**config.mk**
```make
export PLATFORM = sky130hd
export DESIGN_NAME = reduce_engine
export DESIGN_NICKNAME = d
export VERILOG_FILES = /design/src/rtl/reduce_pkg.sv /design/src/rtl/reduce_alu.sv /design/src/rtl/reduce_engine.sv
export SDC_FILE = /design/constraint.sdc
export NUM_CORES = 1
export LEC_CHECK = 0
export CAP_MARGIN = 0
export CORE_AREA = 2 2 244 198
export DETAILED_ROUTE_END_ITERATION = 10
export DIE_AREA = 0 0 246 200
export GPL_TIMING_DRIVEN = 0
export PLACE_DENSITY = 0.77
export SLEW_MARGIN = 15
export SYNTH_ARGS = -nofsm -noshare
export SYNTH_HDL_FRONTEND = slang
export SYNTH_SLANG_ARGS = --single-unit
```
**constraint.sdc**
```tcl
create_clock -name clk -period 3.43 [get_ports clk]
set_input_delay 0.5145 -clock clk [delete_from_list [all_inputs] [get_ports clk]]
set_output_delay 0.5145 -clock clk [all_outputs]
set_load 0.01 [all_outputs]
```
**src/rtl/reduce_pkg.sv**
```systemverilog
// Shared definitions for the collective-router reduction engine: flit header layout
// (offsets relative to the payload top), opcodes, ALU encodings and table entry states.
package reduce_pkg;

    // Header fields sit directly above the payload; valid bit is the flit MSB.
    localparam int OP_W    = 4;
    localparam int ALG_W   = 2;
    localparam int TAG_W   = 8;
    localparam int CTX_W   = 8;
    localparam int DST_W   = 8;
    localparam int OP_LSB  = 0;
    localparam int ALG_LSB = OP_LSB + OP_W;
    localparam int TAG_LSB = ALG_LSB + ALG_W;
    localparam int CTX_LSB = TAG_LSB + TAG_W;
    localparam int DST_LSB = CTX_LSB + CTX_W;
    localparam int VLD_LSB = DST_LSB + DST_W;
    localparam int HDR_W   = VLD_LSB + 1;

    localparam logic [1:0] RED_OP_CLASS = 2'b11;

    typedef enum logic [1:0] {
        ALG_ADD = 2'b00,
        ALG_MAX = 2'b01,
        ALG_MIN = 2'b10,
        ALG_OR  = 2'b11
    } alg_e;

    typedef enum logic [1:0] {
        ENT_FREE,
        ENT_ACCUM,
        ENT_BUSY,
        ENT_DONE
    } entry_state_e;

    function automatic logic is_reduction(input logic vld, input logic [OP_W-1:0] op);
        return vld && (op[3:2] == RED_OP_CLASS);
    endfunction

endpackage

```
**src/rtl/reduce_alu.sv**
```systemverilog
// Shared reduction ALU: combinational op feeding an AluLatency-deep register pipeline
// that carries the owning table index alongside the result.
module reduce_alu
    import reduce_pkg::*;
#(
    parameter int PayloadWidth = 32,
    parameter int IdxWidth     = 2,
    parameter int AluLatency   = 4
) (
    input  logic                    clk,
    input  logic                    rst,
    input  logic                    issue_valid,
    input  logic [IdxWidth-1:0]     issue_idx,
    input  logic [PayloadWidth-1:0] op_a,
    input  logic [PayloadWidth-1:0] op_b,
    input  alg_e                    alg,
    output logic                    wb_valid,
    output logic [IdxWidth-1:0]     wb_idx,
    output logic [PayloadWidth-1:0] wb_result,
    output logic                    pipe_busy
);

    logic [PayloadWidth-1:0] result;
    logic [AluLatency-1:0]   stage_valid;
    logic [IdxWidth-1:0]     stage_idx [AluLatency];
    logic [PayloadWidth-1:0] stage_res [AluLatency];

    always_comb begin
        result = op_a + op_b;
        case (alg)
            ALG_ADD: result = op_a + op_b;
            ALG_MAX: result = ($signed(op_a) > $signed(op_b)) ? op_a : op_b;
            ALG_MIN: result = ($signed(op_a) < $signed(op_b)) ? op_a : op_b;
            ALG_OR:  result = op_a | op_b;
            default: result = op_a + op_b;
        endcase
    end

    always_ff @(posedge clk or negedge rst) begin
        if (!rst) begin
            stage_valid <= '0;
            for (int i = 0; i < AluLatency; i++) begin
                stage_idx[i] <= '0;
                stage_res[i] <= '0;
            end
        end else begin
            stage_valid[0] <= issue_valid;
            stage_idx[0]   <= issue_idx;
            stage_res[0]   <= result;
            for (int i = 1; i < AluLatency; i++) begin
                stage_valid[i] <= stage_valid[i-1];
                stage_idx[i]   <= stage_idx[i-1];
                stage_res[i]   <= stage_res[i-1];
            end
        end
    end

    assign wb_valid  = stage_valid[AluLatency-1];
    assign wb_idx    = stage_idx[AluLatency-1];
    assign wb_result = stage_res[AluLatency-1];
    assign pipe_busy = |stage_valid;

endmodule

```
**src/rtl/reduce_engine.sv**
```systemverilog
// Reduction engine: tag-indexed table accumulating child contributions through the shared
// ALU, emitting one combined flit per entry via a round-robin output register.
module reduce_engine
    import reduce_pkg::*;
#(
    parameter int PayloadWidth  = 32,
    parameter int lg_numprocs   = 3,
    parameter int lg_TableDepth = 2,
    parameter int AluLatency    = 4
) (
    input  logic                                      clk,
    input  logic                                      rst,
    input  logic [PayloadWidth+HDR_W+lg_numprocs-1:0] in_flit,
    input  logic                                      in_valid,
    output logic                                      in_ready,
    output logic [PayloadWidth+HDR_W-1:0]             out_flit,
    output logic                                      out_valid,
    input  logic                                      out_ready,
    output logic                                      ctx_err,
    output logic                                      busy
);

    localparam int FlitWidth  = PayloadWidth + HDR_W;
    localparam int TableDepth = 1 << lg_TableDepth;

    entry_state_e            state_q     [TableDepth];
    logic [HDR_W-1:0]        hdr_q       [TableDepth];
    logic [PayloadWidth-1:0] acc_q       [TableDepth];
    logic [lg_numprocs-1:0]  remaining_q [TableDepth];

    logic [lg_numprocs-1:0]   in_children;
    logic [HDR_W-1:0]         in_hdr;
    logic [PayloadWidth-1:0]  in_payload;
    logic [lg_TableDepth-1:0] in_idx;
    logic                     is_red;
    logic                     ctx_eq;
    logic                     accept;
    logic                     issue;
    logic                     ctx_mismatch;

    logic                     wb_valid;
    logic [lg_TableDepth-1:0] wb_idx;
    logic [PayloadWidth-1:0]  wb_result;
    logic                     pipe_busy;

    logic [lg_TableDepth-1:0] rr_ptr;
    logic [lg_TableDepth-1:0] cand;
    logic [lg_TableDepth-1:0] grant_idx;
    logic                     grant_found;
    logic                     grant;

    assign {in_children, in_hdr, in_payload} = in_flit;
    assign in_idx       = in_hdr[TAG_LSB +: lg_TableDepth];
    assign is_red       = is_reduction(in_hdr[VLD_LSB], in_hdr[OP_LSB +: OP_W]);
    assign ctx_eq       = hdr_q[in_idx][CTX_LSB +: CTX_W] == in_hdr[CTX_LSB +: CTX_W];
    assign in_ready     = !is_red || !(state_q[in_idx] == ENT_BUSY || state_q[in_idx] == ENT_DONE);
    assign accept       = in_valid && in_ready && is_red;
    assign issue        = accept && (state_q[in_idx] == ENT_ACCUM) && ctx_eq;
    assign ctx_mismatch = accept && (state_q[in_idx] == ENT_ACCUM) && !ctx_eq;

    reduce_alu #(
        .PayloadWidth(PayloadWidth),
        .IdxWidth    (lg_TableDepth),
        .AluLatency  (AluLatency)
    ) u_alu (
        .clk        (clk),
        .rst        (rst),
        .issue_valid(issue),
        .issue_idx  (in_idx),
        .op_a       (acc_q[in_idx]),
        .op_b       (in_payload),
        .alg        (alg_e'(hdr_q[in_idx][ALG_LSB +: ALG_W])),
        .wb_valid   (wb_valid),
        .wb_idx     (wb_idx),
        .wb_result  (wb_result),
        .pipe_busy  (pipe_busy)
    );

    // Round-robin search for a DONE entry, starting at the slot after the last grant.
    always_comb begin
        grant_found = 1'b0;
        grant_idx   = '0;
        cand        = '0;
        for (int k = 0; k < TableDepth; k++) begin
            cand = rr_ptr + lg_TableDepth'(k);
            if (!grant_found && state_q[cand] == ENT_DONE) begin
                grant_found = 1'b1;
                grant_idx   = cand;
            end
        end
    end

    assign grant = grant_found && (!out_valid || out_ready);

    // Accept, writeback and grant always touch distinct entries, so they never collide.
    always_ff @(posedge clk or negedge rst) begin
        if (!rst) begin
            for (int i = 0; i < TableDepth; i++) begin
                state_q[i]     <= ENT_FREE;
                hdr_q[i]       <= '0;
                acc_q[i]       <= '0;
                remaining_q[i] <= '0;
            end
        end else begin
            if (accept && state_q[in_idx] == ENT_FREE) begin
                hdr_q[in_idx]       <= in_hdr;
                acc_q[in_idx]       <= in_payload;
                remaining_q[in_idx] <= in_children;
                state_q[in_idx]     <= (in_children == '0) ? ENT_DONE : ENT_ACCUM;
            end else if (issue) begin
                state_q[in_idx] <= ENT_BUSY;
            end
            if (wb_valid) begin
                acc_q[wb_idx]       <= wb_result;
                remaining_q[wb_idx] <= remaining_q[wb_idx] - lg_numprocs'(1);
                state_q[wb_idx]     <= (remaining_q[wb_idx] == lg_numprocs'(1)) ? ENT_DONE : ENT_ACCUM;
            end
            if (grant) begin
                state_q[grant_idx] <= ENT_FREE;
            end
        end
    end

    always_ff @(posedge clk or negedge rst) begin
        if (!rst) begin
            out_valid <= 1'b0;
            out_flit  <= '0;
            rr_ptr    <= '0;
            ctx_err   <= 1'b0;
        end else begin
            ctx_err <= ctx_mismatch;
            if (grant) begin
                out_valid <= 1'b1;
                out_flit  <= {hdr_q[grant_idx], acc_q[grant_idx]};
                rr_ptr    <= grant_idx + lg_TableDepth'(1);
            end else if (out_valid && out_ready) begin
                out_valid <= 1'b0;
            end
        end
    end

    always_comb begin
        busy = pipe_busy;
        for (int i = 0; i < TableDepth; i++) begin
            if (state_q[i] != ENT_FREE) begin
                busy = 1'b1;
            end
        end
    end

endmodule

```
==> out/results.tsv, run 1 <==
stage	metric	value	unit
final_layout	# nets final	3035	
route	total wire length	87660	microns
run	max-cap viol count	0	
power	Clk pwr share	21.2	%
route	Starting DRT DRC Count	2569	
placed_design	dpl ws	-2759	ps
synthesis	Mapped Area	25460	sq um
power	sequential share of power	35.1	%
power	Peak VDD IR	0.5785	mV
placed_design	Port-buffer cells	136	
critical_path	Crit-path slowest cell	clkdlybuf4s50_1	
final_layout	Seq. cell area	11990	sq um
synthesis	Mapped Nets	2786	
timing	FMAX	258.5	MHz
timing	Final Cycle Share	112.8	%
critical_path	crit path capture	u_alu.stage_res[121]	
synthesis	post-synthesis sequential area ratio	47.07	%
synthesis	top cells by count, synth	nand2_1, dfrtp_1, o21ai_0	
final_layout	area of the multi-input gates	13030	sq um
grt	first-pass GRT wire length	131100	microns
route	vias	21880	
critical_path	startpoint types	input pin	
timing	Final WS setup	-438.4	ps
timing	Max Slew Vio Count	0	
route	# DRC	0	
power	Lkg Pwr	0.01327	uW
synthesis	largest cells by area after synthesis	dfrtp_1, nand2_1, o21ai_0	
final_layout	Final Non-Filler Cells	3488	
clock_tree	CTS Sinks	479	
critical_path	crit path DAT	4330	ps
floorplanning	io pins	137	
power	switch share	40.83	%
critical_path	crit path launch	in_flit[31]	
clock_tree	H-Tree Depth	2	
synthesis	Post-synth EDFFs	0	
synthesis	#FFs+latches synth	479	
route	vias per cell	6.274	
critical_path	CP max stage delay	820	ps
clock_tree	clock-pin slew on the worst setup and hold paths	60	ps
critical_path	R2R cell count	12	
placed_design	Placer Congestion	0.9975	
status	failing checks	negative setup slack	
floorplanning	# rows	71	
synthesis	cells after synthesis	2585	
timing	setup violators final	32	
timing	RSZ-0062 raised after global routing	true	
route	post-route ant nets	0	
final_layout	design area	30840	sq um
timing	worst clock skew	31.21	ps
critical_path	Reg-to-Reg Start	acc_q[28]	
synthesis	Netlist cell types	70	
synthesis	YS warnings	0	
final_layout	FILL cells	3610	
final_layout	proportion of layout cells with a drive suffix above 1	16.25	%
timing	Slew @ Worst Pin	1211	ps
power	internal power	15410	uW
synthesis	most frequent cell after synthesis	nand2_1	
placed_design	placed cell count	3346	
critical_path	CP cell instances	clkdlybuf4s50_1 -> inv_1 -> ha_1 -> or4_4 -> nor4b_4 -> nand4_4 -> buf_6 -> or3_4 -> buf_4 -> nand3_1 -> o21ai_1 -> a221oi_2	
critical_path	Setup crit end kind	register	
clock_tree	CTS tree	done	
critical_path	r2r endpoint	u_alu.stage_res[121]	
synthesis	synthesized area per cell	9.851	sq um
synthesis	Synth top area share	47.07	%
critical_path	Crit Path Class	in -> reg	
floorplanning	Die Ht	200	microns
clock_tree	Skew-Pair Late Insertion Delay	610	ps
placed_design	dpl hpwl	59940	microns
power	PwrDens	844.6	nW/um^2
critical_path	WP data required	3900	ps
status	status	complete, but fails checks	
floorplanning	Initial Util	54.60	%
grt	gr ovfl total	0	
critical_path	Worst Path Max Fanout	6	
hold_path	hold crit path type	in -> reg	
power	switching pwr	10630	uW
power	combinational power share	43.7	%
route	DR pass1 iterations	8	
timing	Rel. slew slack	19.10	%
timing	Final Hold Fails	0	
grt	largest net degree at the start of global routing	108	
route	WL/cell	25.13	microns
placed_design	Post-DP Area	27910	sq um
timing	crit path time final	3868	ps
clock_tree	clk buf depth	3	
clock_tree	root buffer cell	clkbuf_16	
grt	number of antenna violations at the first check in global routing	1	
final_layout	Final Util	66.12	%
grt	vias in the first global route	21600	
synthesis	Async SR Flop Fraction	100.0	%
floorplanning	die footprint	49200	sq um
final_layout	Syn-to-layout area delta	21.11	%
floorplanning	CORE AREA	46640	sq um
hold_path	worst hold path stage count	1	
synthesis	cell taking the most area after synthesis	dfrtp_1	
floorplanning	Die W	246	microns
grt	GRT Util Overall	35.62	%
clock_tree	Num CTS Buffers	48	
critical_path	reg2reg setup slack	-370	ps
synthesis	Post-synth top flop	dfrtp_1	
power by group through the flow:
| stage | combinational (uW) | sequential, uW | clock [uW] |
|---|---|---|---|
| 2_1_floorplan | 6280 | 8910 | 0 |
| 3_3_place_gp | 9950 | 9070 | 0 |
| 3_5_place_dp | 10200 | 9160 | 0 |
| 4_1_cts | 10800 | 9090 | 5550 |
| 5_1_grt | 12200 | 9340 | 5800 |
| 6_report | 11400 | 9140 | 5510 |
area by class of cell:
cell class                 count  share of cell area, %
tap                          620                  2.515
buffer                       153                  2.950
antenna                        1               0.008114
clock buffer                  63                  4.370
timing repair buffer         207                  7.015
sequential                   479                  38.87
inverter                      87                  1.075
clock inverter                20                 0.9615
multi-input combinational   1858                  42.24
flip-flops by register name, summed over array words and instances (netlist names):
signal / flops
acc_q: 128
hdr_q: 124
u_alu.stage_res: 96
out_flit: 63
u_alu.wb_result: 32
remaining_q: 12
state_q: 8
u_alu.stage_idx: 6
u_alu.stage_valid: 4
rr_ptr: 2
u_alu.wb_idx: 2
ctx_err: 1
out_valid: 1
through the flow:
stage | setup TNS, ps | hold WS [ps] | power [uW]
floorplan | -17120 | 218.9 | 15180
global placement | -8979980 | 331.1 | 19030
detailed placement | -148650 | 334.7 | 19370
CTS | -8901 | 219.0 | 25410
global route | -12050 | 111.4 | 27370
finish | -10900 | 117.5 | 26050
routing by layer:
metal / global-route usage (%) / vias up / share of wire (%)
met5: 0 / - / 0
met4: 12.84 / 0 / 3.6
met3: 8.543 / 211 / 11
met2: 54.45 / 1348 / 44
met1: 49.84 / 10880 / 41
li1: - / 9441 / -
critical path: cells and delay by family:
kind	cells	cell delay, ps
buffers and inverters	4	1350
and+or+nand+nor	5	1600
adders and majority gates	1	380
AOI/OAI and AO/OA	2	450
worst min path at each step:
stage | from | to | slack (ps)
after global routing | in_flit[39] | u_alu.stage_idx[7] | 110
after global placement | u_alu.stage_res[78] | u_alu.stage_res[46] | 330
after detailed placement | u_alu.stage_res[72] | u_alu.stage_res[40] | 330
final | in_flit[39] | u_alu.stage_idx[7] | 120
after floorplan | rst | acc_q[0] | 220
after CTS | in_flit[39] | u_alu.stage_idx[7] | 220
logic make-up (layout without fill, tap and decap cells):
kind of cell             count (synthesis)  after routing  share of synthesized area [%]
AO/OA/AOI/OAI                          562            562                          12.48
XOR/XNOR                                29             29                         0.9975
adder cells (fa/ha/maj)                131            131                          6.466
buffers and inverters                  248            530                          3.980
flip-flops                             479            479                          47.07
multiplexers                           317            317                          15.16
other                                    0              1                              0
AND/OR/NAND/NOR                        819            819                          13.85
cell usage in the layout (no fill, tap or decap), drive strengths merged, types with 4 or more instances in the layout:
cell type / count
and2: 5
or3: 7
clkinvlp: 4
mux4: 44
nand2b: 13
nand2: 563
nand3: 81
a221oi: 4
or2: 12
clkbuf: 170
nand4: 11
dfrtp: 479
buf: 118
xnor2: 21
mux2: 109
mux2i: 164
bufinv: 5
ha: 130
o21bai: 7
a31oi: 10
xor2: 8
clkinv: 9
o221ai: 5
o211ai: 16
a21boi: 5
a21o: 18
nor3: 42
nor2: 43
o21ai: 344
clkdlybuf4s50: 132
nor2b: 21
inv: 89
o21a: 6
a211oi: 25
nor4: 7
a21oi: 91
repair_timing:
action                                  CTS  global route
cloned                                    0             3
setup buffers                            43            18
endpoints found under the setup margin   64            44
hold buffers                              2             0
pin swaps                                34            29
hold endpoints to repair                 36             0
resized for setup                       129            64
Note: power is estimated with default switching activity, not from simulation.
==> inputs of run 2 (changes only) <==
--- a/config.mk
+++ b/config.mk
@@ -11,6 +11,8 @@
 export DIE_AREA = 0 0 246 200
 export GPL_TIMING_DRIVEN = 0
 export PLACE_DENSITY = 0.77
+export REMOVE_ABC_BUFFERS = 1
+export SKIP_LAST_GASP = 1
 export SLEW_MARGIN = 15
 export SYNTH_ARGS = -nofsm -noshare
 export SYNTH_HDL_FRONTEND = slang
==> out/results.tsv, run 2 (synthesis gave the netlist of run 1 again) <==
stage	metric	value	unit	change
status	status	complete, but fails checks		
status	failing checks	negative setup slack		
timing	Final Cycle Share	112.1	%	-0.69 points
clock_tree	Num CTS Buffers	48		unchanged
critical_path	Setup crit end kind	register		
timing	worst clock skew	21.14	ps	-10.07 ps
power	Peak VDD IR	1.439	mV	+150%
clock_tree	H-Tree Depth	2		unchanged
final_layout	# nets final	2911		-4.1%
critical_path	crit path DAT	4320	ps	about the same
timing	crit path time final	3845	ps	-23.79 ps
route	wire length on met1	30030	microns	-17%
run	max-cap viol count	0		unchanged
final_layout	design area	30530	sq um	-0.99%
floorplanning	io pins	137		unchanged
route	DR pass1 iterations	6		-2
route	Starting DRT DRC Count	2086		-19%
timing	final hold slack	190.6	ps	+73.06 ps
timing	Slew @ Worst Pin	818.8	ps	-391.8 ps
final_layout	largest reg by FF count	acc_q		
route	# DRC	0		unchanged
grt	largest net degree at the start of global routing	109		+0.93%
grt	first-pass GRT wire length	111900	microns	-15%
placed_design	Placer Congestion	0.9259		-7.2%
route	routed length on met2	33300	microns	-14%
route	vias	20500		-6.3%
grt	gr ovfl total	0		unchanged
final_layout	most common cell after layout, fill and taps aside	nand2_1		
timing	Final Hold Fails	0		unchanged
clock_tree	CTS tree	done		
timing	setup violators final	32		unchanged
grt	GRT Util Overall	28.63	%	-7.0 points
final_layout	most frequent cells in the layout	nand2_1, dfrtp_1, o21ai_0		
critical_path	WP data required	3910	ps	about the same
timing	Final WS setup	-414.6	ps	+23.79 ps
floorplanning	die footprint	49200	sq um	unchanged
clock_tree	Skew-Pair Late Insertion Delay	610	ps	about the same
critical_path	startpoint types	register		
final_layout	Final Non-Filler Cells	3369		-3.4%
hold_path	hold crit path type	in -> reg		
floorplanning	# rows	71		unchanged
clock_tree	CTS Sinks	479		unchanged
floorplanning	CORE AREA	46640	sq um	unchanged
power	PwrDens	821.3	nW/um^2	-2.8%
route	Max Used Layer	met5		
placed_design	Post-DP Area	27940	sq um	about the same
final_layout	Syn-to-layout area delta	19.90	%	
route	met3 wire len	5061	microns	-49%
route	post-route ant nets	0		unchanged
placed_design	Port-buffer cells	136		unchanged
timing	FMAX	260.1	MHz	+0.62%
critical_path	Crit Path Class	reg -> reg		
final_layout	Seq. cell area	11990	sq um	unchanged
floorplanning	Initial Util	54.60	%	unchanged
route	WL/cell	20.96	microns	-17%
grt	vias in the first global route	20870		-3.4%
clock_tree	clk buf depth	3		unchanged
placed_design	placed cell count	3226		-3.6%
final_layout	FILL cells	3392		-6.0%
placed_design	dpl hpwl	45060	microns	-25%
final_layout	proportion of layout cells with a drive suffix above 1	15.15	%	-1.1 points
timing	Rel. slew slack	45.41	%	+26 points
floorplanning	Die Ht	200	microns	unchanged
clock_tree	clock-pin slew on the worst setup and hold paths	70	ps	about the same
floorplanning	Die W	246	microns	unchanged
route	vias per cell	6.085		-3.0%
final_layout	Top Registers	acc_q (128), hdr_q (124), u_alu.stage_res (96)		
final_layout	area of the multi-input gates	12970	sq um	-0.39%
power	Lkg Pwr	0.01313	uW	-1.0%
critical_path	Worst Path Max Fanout	6		unchanged
route	total wire length	70600	microns	-19%
timing	RSZ-0062 raised after global routing	true		
grt	number of antenna violations at the first check in global routing	4		+3
timing	Max Slew Vio Count	0		unchanged
final_layout	max reg flops	128		unchanged
clock_tree	root buffer cell	clkbuf_16		
==> run 2: where the power goes <==
part	switching (uW)	internal, uW	total, uW
Combinational	5990	4520	10500
Clock	2250	3160	5410
Sequential	1350	7800	9150
==> run 2: final timing paths <==
check                               startpoint                  end  slack (ps)  cells past startpoint
max in group asynchronous                  rst            acc_q[51]        1540                      4
hold reg to reg            u_alu.stage_res[69]  u_alu.stage_res[37]         330                      0
setup / recovery                    acc_q[127]  u_alu.stage_res[98]        -410                     14
hold / removal                     in_flit[38]   u_alu.stage_idx[6]         190                      1
setup reg to reg                    acc_q[127]  u_alu.stage_res[98]        -410                     14
min in group asynchronous                  rst         out_flit[44]         470                      2
==> run 2: worst max-delay path, stage by stage (launching register included) <==
cell,delay (ps)
dfrtp_1,400
mux2_2,300
o21ai_4,180
ha_1,320
or4_4,560
nor4b_4,360
nand4_4,190
a21oi_4,240
o22ai_4,130
buf_16,150
buf_16,130
buf_4,140
nand2_1,90
o21ai_1,80
mux4_2,450
==> run 2: through the flow <==
stage	worst slack [ps]	utilization, %	total power, uW	setup TNS (ps)
floorplan	-2501	-	14970	-407120
global placement	-18390	57.71	17240	-
detailed placement	-2482	59.91	18650	-141860
CTS	-403.1	64.68	24750	-9242
global route	-487.0	65.47	26590	-12400
finish	-414.6	65.47	25080	-9646
==> run 2: layout make-up <==
| cell class | instances | area share [%] |
|---|---|---|
| antenna | 3 | 0.02459 |
| clock buffer | 72 | 4.659 |
| clock inverter | 14 | 0.6024 |
| inverter | 87 | 1.086 |
| multi-input combinational | 1860 | 42.49 |
| sequential | 479 | 39.26 |
| tap | 620 | 2.541 |
| timing repair buffer | 234 | 9.335 |
==> run 2: routing by layer <==
metal,vias up,global-route usage (%)
met3,179,4.586
met2,858,47.09
met1,10270,38.49
met4,2,10.91
li1,9196,-
met5,-,0
==> run 2: what timing repair did <==
| item | CTS | global route |
|---|---|---|
| hold buffers | 1 | 0 |
| setup endpoints to repair | 43 | 36 |
| gates resized for setup | 82 | 31 |
| cloned | 3 | 3 |
| hold endpoints to repair | 68 | 0 |
| buffers inserted | 33 | 14 |
| pin swaps | 27 | 24 |
